`config.mk`:
```
export PLATFORM = sky130hd
export DESIGN_NAME = aes_key_schedule_flat
export DESIGN_NICKNAME = d
export VERILOG_FILES = /design/src/rtl/aes_pkg.sv /design/src/rtl/aes_key_schedule_if.sv /design/src/rtl/aes_ks_word.sv /design/src/rtl/aes_sbox.sv /design/src/rtl/aes_key_schedule.sv /design/src/flat_wrapper.sv
export SDC_FILE = /design/constraint.sdc
export NUM_CORES = 2
export LEC_CHECK = 0
export BUFFER_PORTS_ARGS = -buffer_cell sky130_fd_sc_hd__buf_2
export CELL_PAD_IN_SITES_DETAIL_PLACEMENT = 2
export CELL_PAD_IN_SITES_GLOBAL_PLACEMENT = 2
export CORE_MARGIN = 5
export CORE_UTILIZATION = 43
export DETAILED_ROUTE_END_ITERATION = 6
export PLACE_DENSITY_LB_ADDON = 0.08
export SLEW_MARGIN = 15
export SYNTH_ARGS = -nofsm -noshare
export SYNTH_HDL_FRONTEND = slang
export SYNTH_SLANG_ARGS = --single-unit
```
`constraint.sdc`:
```
create_clock -name clk -period 11.5 [get_ports clk]
set_input_delay 0 -clock clk [delete_from_list [all_inputs] [get_ports clk]]
set_output_delay 0 -clock clk [all_outputs]
set_load 0.02 [all_outputs]
```
`src/rtl/aes_pkg.sv`:
```
// Shared definitions for the sequential AES key schedule: key-length encodings,
// Nk/Nr lookup, GF(2^8) doubling and the controller state encoding.
package aes_pkg;

    localparam logic [1:0] KEY_LEN_128  = 2'd0;
    localparam logic [1:0] KEY_LEN_192  = 2'd1;
    localparam logic [1:0] KEY_LEN_256  = 2'd2;
    localparam logic [1:0] KEY_LEN_RSVD = 2'd3;

    // AES field polynomial x^8 + x^4 + x^3 + x + 1, low byte
    localparam logic [7:0] XTIME_POLY = 8'h1B;

    typedef enum logic [1:0] {
        ST_IDLE   = 2'd0,
        ST_EXPAND = 2'd1,
        ST_DONE   = 2'd2
    } ks_state_e;

    function automatic logic [3:0] nk_of(input logic [1:0] key_len);
        case (key_len)
            KEY_LEN_128: nk_of = 4'd4;
            KEY_LEN_192: nk_of = 4'd6;
            default:     nk_of = 4'd8;
        endcase
    endfunction

    function automatic logic [3:0] nr_of(input logic [1:0] key_len);
        case (key_len)
            KEY_LEN_128: nr_of = 4'd10;
            KEY_LEN_192: nr_of = 4'd12;
            default:     nr_of = 4'd14;
        endcase
    endfunction

    function automatic int key_bits_of(input logic [1:0] key_len);
        return 128 + 64 * int'(key_len);
    endfunction

    function automatic logic [7:0] xtime(input logic [7:0] x);
        return {x[6:0], 1'b0} ^ (x[7] ? XTIME_POLY : 8'h00);
    endfunction

endpackage

```
`src/rtl/aes_key_schedule_if.sv`:
```
// Request/response bundle of the key schedule: expansion control plus the
// round-key read port. The controller uses the slave view.
interface aes_key_schedule_if;
    logic         start;
    logic [1:0]   key_len;
    logic [255:0] key_in;
    logic         busy;
    logic         done;
    logic         err;
    logic         key_valid;
    logic         rd_en;
    logic [3:0]   rd_round;
    logic         rd_valid;
    logic [127:0] rd_key;

    modport master (
        output start, key_len, key_in, rd_en, rd_round,
        input  busy, done, err, key_valid, rd_valid, rd_key
    );

    modport slave (
        input  start, key_len, key_in, rd_en, rd_round,
        output busy, done, err, key_valid, rd_valid, rd_key
    );
endinterface

```
`src/rtl/aes_ks_word.sv`:
```
// One key-schedule word transform: optional RotWord, optional SubWord through
// four S-boxes, and the round constant folded in only with the rotation.
module aes_ks_word (
    input  logic [31:0] word_in,
    input  logic [7:0]  rcon,
    input  logic        rot_en,
    input  logic        sub_en,
    output logic [31:0] word_out
);
    logic [31:0] rot_word;
    logic [31:0] sub_word;

    // byte rotate left: {a0,a1,a2,a3} -> {a1,a2,a3,a0}
    always_comb rot_word = rot_en ? {word_in[23:0], word_in[31:24]} : word_in;

    for (genvar b = 0; b < 4; b++) begin : g_sbox
        aes_sbox u_sbox (
            .in_byte  (rot_word[8*b +: 8]),
            .out_byte (sub_word[8*b +: 8])
        );
    end

    // select substituted word, adding rcon to the top byte on rotation steps
    always_comb begin
        word_out = rot_word;
        if (sub_en) begin
            word_out = sub_word ^ {(rot_en ? rcon : 8'h00), 24'h000000};
        end
    end
endmodule

```
`src/rtl/aes_sbox.sv`:
```
// AES forward S-box as a constant lookup table (entry 0 in the top byte).
module aes_sbox (
    input  logic [7:0] in_byte,
    output logic [7:0] out_byte
);
    localparam logic [2047:0] SBOX_TABLE = {
        128'h637c777bf26b6fc53001672bfed7ab76,
        128'hca82c97dfa5947f0add4a2af9ca472c0,
        128'hb7fd9326363ff7cc34a5e5f171d83115,
        128'h04c723c31896059a071280e2eb27b275,
        128'h09832c1a1b6e5aa0523bd6b329e32f84,
        128'h53d100ed20fcb15b6acbbe394a4c58cf,
        128'hd0efaafb434d338545f9027f503c9fa8,
        128'h51a3408f929d38f5bcb6da2110fff3d2,
        128'hcd0c13ec5f974417c4a77e3d645d1973,
        128'h60814fdc222a908846eeb814de5e0bdb,
        128'he0323a0a4906245cc2d3ac629195e479,
        128'he7c8376d8dd54ea96c56f4ea657aae08,
        128'hba78252e1ca6b4c6e8dd741f4bbd8b8a,
        128'h703eb5664803f60e613557b986c11d9e,
        128'he1f8981169d98e949b1e87e9ce5528df,
        128'h8ca1890dbfe6426841992d0fb054bb16
    };

    // entry n sits at bit offset 8*(255-n), i.e. {~n, 3'b000}
    always_comb out_byte = SBOX_TABLE[{~in_byte, 3'b000} +: 8];
endmodule

```
`src/rtl/aes_key_schedule.sv`:
```
// Sequential AES-128/192/256 key schedule: one schedule word per clock into a
// round-key store, served as 128-bit round keys on a registered read port.
// Optional build macro: AES_KS_ZEROIZE_EN adds a zeroize input that wipes the
// store and window and lets rst_n clear them too; without it only control
// state is reset.
//
// state     | meaning
// ----------+--------------------------------------------------------------
// ST_IDLE   | waiting for start; key words w[0..Nk-1] written on accept
// ST_EXPAND | writing w[i] one per cycle until w[4*(Nr+1)-1]
// ST_DONE   | one-cycle done pulse (with err if the key length was refused)
module aes_key_schedule
    import aes_pkg::*;
#(
    parameter int MAX_KEY_BITS = 256
) (
    input  logic clk,
    input  logic rst_n,
`ifdef AES_KS_ZEROIZE_EN
    input  logic zeroize,
`endif
    aes_key_schedule_if.slave ks_if
);
    localparam int STORE_DEPTH = 4 * (MAX_KEY_BITS / 32 + 7);

    ks_state_e    state_q, state_d;
    logic [5:0]   i_q, i_d;
    logic [2:0]   j_q, j_d;
    logic [7:0]   rcon_q, rcon_d;
    logic [3:0]   nk_q, nk_d;
    logic [3:0]   nr_q, nr_d;
    logic         key_valid_q, key_valid_d;
    logic         err_q, err_d;
    logic         rd_valid_q, rd_valid_d;
    logic [127:0] rd_key_q, rd_key_d;

    logic [31:0]  store_q [STORE_DEPTH];
    logic [31:0]  store_d [STORE_DEPTH];
    // win[0] = w[i-1] ... win[Nk-1] = w[i-Nk]; avoids any i mod Nk arithmetic
    logic [31:0]  win_q [8];
    logic [31:0]  win_d [8];

    logic         key_ok;
    logic         rot_en;
    logic         sub_en;
    logic [31:0]  step_word;
    logic [31:0]  new_word;
    logic [5:0]   last_idx;
    logic [5:0]   rd_base;

    aes_ks_word u_word (
        .word_in  (win_q[0]),
        .rcon     (rcon_q),
        .rot_en   (rot_en),
        .sub_en   (sub_en),
        .word_out (step_word)
    );

    // schedule step selection and the new word w[i] = w[i-Nk] ^ temp
    always_comb begin
        key_ok   = (ks_if.key_len != KEY_LEN_RSVD) &&
                   (key_bits_of(ks_if.key_len) <= MAX_KEY_BITS);
        rot_en   = (j_q == 3'd0);
        sub_en   = (j_q == 3'd0) || ((nk_q == 4'd8) && (j_q == 3'd4));
        new_word = win_q[3'(nk_q - 4'd1)] ^ step_word;
        last_idx = {nr_q + 4'd1, 2'b00} - 6'd1;
    end

    // FSM next state, counters, store and window updates
    always_comb begin
        state_d     = state_q;
        i_d         = i_q;
        j_d         = j_q;
        rcon_d      = rcon_q;
        nk_d        = nk_q;
        nr_d        = nr_q;
        key_valid_d = key_valid_q;
        err_d       = 1'b0;
        store_d     = store_q;
        win_d       = win_q;

        case (state_q)
            ST_IDLE: begin
                if (ks_if.start) begin
                    key_valid_d = 1'b0;
                    if (key_ok) begin
                        nk_d = nk_of(ks_if.key_len);
                        nr_d = nr_of(ks_if.key_len);
                        for (int k = 0; k < 8; k++) begin
                            if (k < int'(nk_d)) begin
                                store_d[k] = ks_if.key_in[(7 - k) * 32 +: 32];
                                win_d[k]   = ks_if.key_in[(8 - int'(nk_d) + k) * 32 +: 32];
                            end
                        end
                        i_d     = {2'b00, nk_d};
                        j_d     = 3'd0;
                        rcon_d  = 8'h01;
                        state_d = ST_EXPAND;
                    end else begin
                        err_d   = 1'b1;
                        state_d = ST_DONE;
                    end
                end
            end
            ST_EXPAND: begin
                store_d[i_q] = new_word;
                win_d[0]     = new_word;
                for (int k = 1; k < 8; k++) begin
                    win_d[k] = win_q[k - 1];
                end
                i_d = i_q + 6'd1;
                j_d = ({1'b0, j_q} == nk_q - 4'd1) ? 3'd0 : j_q + 3'd1;
                if (j_q == 3'd0) begin
                    rcon_d = xtime(rcon_q);
                end
                if (i_q == last_idx) begin
                    key_valid_d = 1'b1;
                    state_d     = ST_DONE;
                end
            end
            ST_DONE: begin
                state_d = ST_IDLE;
            end
            default: begin
                state_d = ST_IDLE;
            end
        endcase

`ifdef AES_KS_ZEROIZE_EN
        if (zeroize) begin
            state_d     = ST_IDLE;
            key_valid_d = 1'b0;
            err_d       = 1'b0;
            i_d         = '0;
            j_d         = '0;
            rcon_d      = '0;
            for (int k = 0; k < STORE_DEPTH; k++) begin
                store_d[k] = '0;
            end
            for (int k = 0; k < 8; k++) begin
                win_d[k] = '0;
            end
        end
`endif
    end

    // read port: valid only for a complete schedule and an existing round
    always_comb begin
        rd_base    = {ks_if.rd_round, 2'b00};
        rd_valid_d = ks_if.rd_en && key_valid_q && (ks_if.rd_round <= nr_q);
        rd_key_d   = '0;
        if (rd_valid_d) begin
            rd_key_d = {store_q[rd_base], store_q[rd_base + 6'd1],
                        store_q[rd_base + 6'd2], store_q[rd_base + 6'd3]};
        end
    end

    // control state and read-port registers
    always_ff @(posedge clk or negedge rst_n) begin
        if (!rst_n) begin
            state_q     <= ST_IDLE;
            i_q         <= '0;
            j_q         <= '0;
            rcon_q      <= '0;
            nk_q        <= '0;
            nr_q        <= '0;
            key_valid_q <= 1'b0;
            err_q       <= 1'b0;
            rd_valid_q  <= 1'b0;
            rd_key_q    <= '0;
        end else begin
            state_q     <= state_d;
            i_q         <= i_d;
            j_q         <= j_d;
            rcon_q      <= rcon_d;
            nk_q        <= nk_d;
            nr_q        <= nr_d;
            key_valid_q <= key_valid_d;
            err_q       <= err_d;
            rd_valid_q  <= rd_valid_d;
            rd_key_q    <= rd_key_d;
        end
    end

`ifdef AES_KS_ZEROIZE_EN
    // key material registers, wiped by reset in the zeroize build
    always_ff @(posedge clk or negedge rst_n) begin
        if (!rst_n) begin
            for (int k = 0; k < STORE_DEPTH; k++) begin
                store_q[k] <= '0;
            end
            for (int k = 0; k < 8; k++) begin
                win_q[k] <= '0;
            end
        end else begin
            store_q <= store_d;
            win_q   <= win_d;
        end
    end
`else
    // key material registers, no reset
    always_ff @(posedge clk) begin
        store_q <= store_d;
        win_q   <= win_d;
    end
`endif

    assign ks_if.busy      = (state_q == ST_EXPAND);
    assign ks_if.done      = (state_q == ST_DONE);
    assign ks_if.err       = err_q;
    assign ks_if.key_valid = key_valid_q;
    assign ks_if.rd_valid  = rd_valid_q;
    assign ks_if.rd_key    = rd_key_q;
endmodule

```
`src/flat_wrapper.sv`:
```
// flat-port wrapper written by rule: the top's interface ports become plain ports
module aes_key_schedule_flat import aes_pkg::*;
#(
    parameter int MAX_KEY_BITS = 256
)
  (clk, rst_n, ks_if_start, ks_if_key_len, ks_if_key_in, ks_if_rd_en, ks_if_rd_round, ks_if_busy, ks_if_done, ks_if_err, ks_if_key_valid, ks_if_rd_valid, ks_if_rd_key);
  aes_key_schedule_if ks_if_i ();
  input  logic clk;
  input  logic rst_n;
  input wire logic [$bits(ks_if_i.start)-1:0] ks_if_start;
  input wire logic [$bits(ks_if_i.key_len)-1:0] ks_if_key_len;
  input wire logic [$bits(ks_if_i.key_in)-1:0] ks_if_key_in;
  input wire logic [$bits(ks_if_i.rd_en)-1:0] ks_if_rd_en;
  input wire logic [$bits(ks_if_i.rd_round)-1:0] ks_if_rd_round;
  output wire logic [$bits(ks_if_i.busy)-1:0] ks_if_busy;
  output wire logic [$bits(ks_if_i.done)-1:0] ks_if_done;
  output wire logic [$bits(ks_if_i.err)-1:0] ks_if_err;
  output wire logic [$bits(ks_if_i.key_valid)-1:0] ks_if_key_valid;
  output wire logic [$bits(ks_if_i.rd_valid)-1:0] ks_if_rd_valid;
  output wire logic [$bits(ks_if_i.rd_key)-1:0] ks_if_rd_key;
  assign ks_if_i.start = ks_if_start;
  assign ks_if_i.key_len = ks_if_key_len;
  assign ks_if_i.key_in = ks_if_key_in;
  assign ks_if_i.rd_en = ks_if_rd_en;
  assign ks_if_i.rd_round = ks_if_rd_round;
  assign ks_if_busy = ks_if_i.busy;
  assign ks_if_done = ks_if_i.done;
  assign ks_if_err = ks_if_i.err;
  assign ks_if_key_valid = ks_if_i.key_valid;
  assign ks_if_rd_valid = ks_if_i.rd_valid;
  assign ks_if_rd_key = ks_if_i.rd_key;
  aes_key_schedule #(.MAX_KEY_BITS(MAX_KEY_BITS)) u_core (.clk(clk), .rst_n(rst_n), .ks_if(ks_if_i));
endmodule
```
==> metrics.md, run 1 <==
| Metric | Value |
|---|---|
| Bufs on Longest Clock Path | 3 |
| Post-Synthesis Cells | a little over 8000 |
| Synth Area in Simple Gates | 8.16% |
| Num ports | about 400 |
| Initial core utilization | between 40% and 50% |
| Distinct cells, synth | approximately 120 |
| Largest family of logic cells by synthesized area | multiplexers |
| CTS sink count | about 2300 |
| Clk root buf | clkbuf_16 |
| Cells after DPL | 11500 |
| Buffers added on ports | roughly 400 |
| Die Width | ~520 um |
| Post-CTS sizing | 0 |
| # rows | 186 |
| Htree depth | 4 |
| Seq/Total Area, Yosys | between 60 and 70% |
| Post CTS Setup Buffer Count | 0 |
| Multiplexer share of the synthesized area | around 15% |
| Stop err | [ERROR DPL-0033] detailed placement checks failed during check placement. |
| Post-synth EDFFs | 2176 |
| Synth Area in Compound Gates | 10.9% |
| CTS Buf Count | roughly 240 |
| Last stage | clock tree synthesis |
| Mapped Area | between 100000 and 150000 um2 |
| Fraction of synthesized cell area in xor and xnor cells | less than 1% |
| RD Place Congestion | 0.963 |
| Area after DPL | 118000 um2 |
| Synth Warn # | 0 |
| Synth async-reset ratio | between 6 and 7% |
| Worst slack, placed | 3730 ps |
| Syn Nets | 8420 |
| Die H | roughly 520 um |
| Syn avg cell area | between 10 and 15 um2 |
| Adder-cell share of the synthesized area | less than 1% |
| Post-synthesis register bit count | roughly 2300 |
| # hold bufs at CTS | 283 |
| DP Wirelength | about 370 mm |
| Post-synth top flop | edfxtp_1 |
| Status | aborted with a tool error |
[synthesized netlist by cell type, drive strengths merged, types with 19 or more instances]
master,count,area share [%]
a2111oi,23,0.20
a211oi,94,0.66
a21o,19,0.14
a21oi,375,1.7
a221oi,41,0.33
a22o,41,0.32
a311oi,43,0.36
a31oi,52,0.31
and3,25,0.14
buf,265,1.2
clkbuf,417,1.4
dfrtp,156,3.5
edfxtp,2176,59
ha,58,0.65
inv,74,0.25
mux2,52,0.55
mux2i,322,3.0
mux4,549,11
nand2,1083,3.7
nand2b,31,0.17
nand3,149,0.67
nor2,444,1.5
nor2b,144,0.81
nor3,89,0.40
o211ai,83,0.58
o21ai,703,3.2
o221ai,48,0.39
o22ai,32,0.18
o311ai,45,0.35
o31ai,104,0.71
xnor2,31,0.33
xor2,25,0.25
[per-stage QoR]
| stage | util [%] | hold WS [ps] |
|---|---|---|
| 2_1_floorplan | - | -296 |
| 3_3_place_gp | 45.7 | 28.6 |
| 3_5_place_dp | 45.7 | 60.3 |
[cells by family after synthesis]
group	Yosys count
AOI/OAI and AO/OA	1882
muxes	923
DFF	2332
and+or+nand+nor	2087
buffers and inverters	758
adders and majority gates	58
xor gates and xnor gates	56
==> run 2: changes to the inputs <==
CELL_PAD_IN_SITES_DETAIL_PLACEMENT = default   (was 2)
CELL_PAD_IN_SITES_GLOBAL_PLACEMENT = default   (was 2)
CORE_UTILIZATION = 28   (was 43)
PLACE_DENSITY_LB_ADDON = 0.15   (was 0.08)
==> run 2 against run 1 <==
The flow now finishes, with violations (design-rule violations). Synthesized cell count stayed put. Synthesized area stayed put.
==> metrics.md, run 2 <==
| Metric | Value |
|---|---|
| Status | finished with violations |
| Failing checks | design-rule violations |
| Seq/Total Area, Yosys | between 60% and 70% |
| Part of the cycle the worst path needs | between 60% and 70% |
| Slew HR | between 6 and 7% |
| Core region area | just under 400000 um2 |
| First-pass GRT wire length | 717 mm |
| Buffers added on ports | between 300 and 400 |
| RD Place Congestion | a little over 0.9 |
| CP required | approximately 12000 ps |
| Critical Path Fanout Max | 52 |
| Die Width | roughly 640 um |
| Num ports | about 400 |
| DP Wirelength | about 360 mm |
| Synth Warn # | 0 |
| Final setup violation count | 0 |
| Post-synth top area cell | edfxtp_1 |
| Most Crowded Layer GR | met2 |
| Met3 Track Usage GR | approximately 4.2% |
| Vias per inst | roughly 5.7 |
| Die H | around 640 um |
| Remaining Overflow, GRT | 0 |
| Most used cell, CP | buf_4 |
| Fmax | about 0.13 GHz |
| Slew at the pin with the worst max-slew slack | 1390 ps |
| Commonest non-fill, non-tap cell in the layout | edfxtp_1 |
| Remaining antenna violation count after routing | 0 |
| Vias in the first global route | around 77000 |
| CTS sink count | between 2000 and 2500 |
| Crit-path cells | inv_1 > ha_1 > buf_4 > and2b_4 > buf_4 > mux2_2 > inv_1 > ha_1 > buf_4 > o21ai_0 > a211oi_1 > nor3_1 > a311oi_1 > a311oi_1 > mux2i_1 > xor2_2 > inv_2 |
| Htree depth | 4 |
| Post-synth top flop | edfxtp_1 |
| Nets@finish | approximately 9000 |
| Top reg by flops | u_core.store_q |
| Syn avg cell area | 13.7 um2 |
| Clk root buf | clkbuf_16 |
| Crit end category | flop |
| Minimum clock period | about 7700 ps |
| Initial antenna violation count | 132 |
| Total track usage | 25.4% |
| Area grow syn2layout | 17.4% |
| Total wire length | 537 mm |
| RSZ-0062 raised after global routing | no |
| Fill cells | approximately 39000 |
| Syn Nets | 8420 |
| Area of the multi-input gates | around 40000 um2 |
| Remaining DRCs | 1 |
| Post-Route Setup TNS | 0 ps |
| Post-Synthesis Cells | between 8000 and 9000 |
| Total number of vias | 80200 |
| # rows | about 230 |
| CTS Buf Count | 240 |
| Seq. cell area | between 60000 and 70000 um2 |
| CTS tree | yes |
| Mapped Area | around 110000 um2 |
| Fin Clk Skew | approximately 38 ps |
| Drt initial violations | 10600 |
| Crit path largest cell delay | about 900 ps |
| Most frequent cells in the layout | edfxtp_1 (2176), nand2_1 (1081), o21ai_0 (642), mux4_2 (549), buf_2 (391) |
| First-pass DRT Iterations | 7 |
| Maxcap violations | 0 |
| Top-count cell post-synth | edfxtp_1 |
| WL/cell | approximately 38 um |
| Critical path class | reg -> reg |
| Clk_lat worst skew | slightly above 900 ps |
| Synth cell count leaders | edfxtp_1 (2176), nand2_1 (1082), o21ai_0 (643), mux4_2 (549), nor2_1 (444) |
| M1 GR Usage | between 30% and 40% |
| Met2 usage | a little over two fifths |
| Die area | slightly above 400000 um2 |
| Post-synth EDFFs | 2176 |
| Post-synth top area share | 58.7% |
| Post-CTS sizing | 0 |
| Critical Path Source Type | flop |
| Distinct cells, synth | ~120 |
| Clk pin slew, worst setup/hold paths | ~60 ps |
| Crit path max-delay cell type | xor2_2 |
| Initial core utilization | approximately 28% |
| Bufs on Longest Clock Path | 4 |
| Share of cells above drive strength 1 | about a fifth |
| Crit path DAT | just over 8000 ps |
| Max reg flops | about 1900 |
| Post-synthesis register bit count | 2332 |
| Synth async-reset ratio | between 6 and 7% |
| Final Hold Viols | 0 |
| Top cells by area, synth | edfxtp_1 (59%), mux4_2 (11%), nand2_1 (3.6%) |
| Pins Over Slew Limit | 0 |
| Pin count of the biggest net entering global routing | 179 |
| Class of the worst hold path | in -> reg |
==> run 2: through the flow <==
step,hold WS [ps],std cells,setup WS (ps),instance area [um2],util (%)
6_report,72.9,14100,3790,131000,33.0
5_1_grt,47.2,14100,3690,131000,33.0
4_1_cts,2.86,14100,4000,130000,32.9
3_5_place_dp,-79.7,13400,4040,120000,30.3
3_3_place_gp,-85.2,13300,4020,120000,30.3
2_1_floorplan,-296,8096,6490,111000,-
==> run 2: area by class of cell <==
type,instances,area share (%)
Sequential cell,2332,53.0
Antenna cell,63,0.121
Multi-Input combinational cell,5006,30.3
Clock inverter,108,0.728
Timing Repair Buffer,975,5.51
Tap cell,5242,5.02
Clock buffer,327,5.07
Inverter,76,0.232
==> run 2: path summary, 6_finish.rpt <==
path                              startpoint  slack [ps]                      end  cells after the start
setup / recovery               u_core.j_q[0]        3790       u_core.store_q[14]                     17
hold / removal             ks_if_rd_round[1]          70   u_core.ks_if.rd_key[0]                      4
setup reg to reg               u_core.j_q[0]        3790       u_core.store_q[14]                     17
hold reg to reg             u_core.win_q[37]         500          u_core.win_q[5]                      2
max in group asynchronous              rst_n        9840  u_core.ks_if.rd_key[50]                      5
min in group asynchronous              rst_n         270  u_core.ks_if.rd_key[86]                      4
==> run 2: worst max-delay path, delay by kind of cell, from the launching register on <==
family	cells	cell delay, ps
buffers and inverters	6	2490
DFF	1	430
adders and majority gates	2	570
and+or+nand+nor	2	550
AOI/OAI and AO/OA	4	1020
muxes	2	1090
xor gates and xnor gates	1	900
==> run 2: logic make-up (layout without fill, tap and decap cells) <==
group	count (synthesis)	in the layout	share of synthesized area (%)
XOR/XNOR	56	56	0.582
flip-flops	2332	2332	62.2
AO/OA/AOI/OAI	1882	1882	10.9
multiplexers	923	923	14.6
AND/OR/NAND/NOR	2087	2087	8.16
adder cells (fa/ha/maj)	58	58	0.652
buffers and inverters	758	1486	2.88
other	0	63	0
==> run 2: per-layer routing <==
layer  wire length, um  share of wire [%]
met5               142              0.026
met4             25000                4.7
met3             39600                7.4
met2            254000                 47
met1            219000                 41
==> run 2: timing repair <==
action / 4_1_cts / 5_1_grt
setup buffers: 0 / 0
hold buffers: 280 / 0
hold endpoints to repair: 683 / 0
Power of run 2 is not shown: default switching activity piles up to over one toggle a cycle in this logic, so the estimate is an artifact.
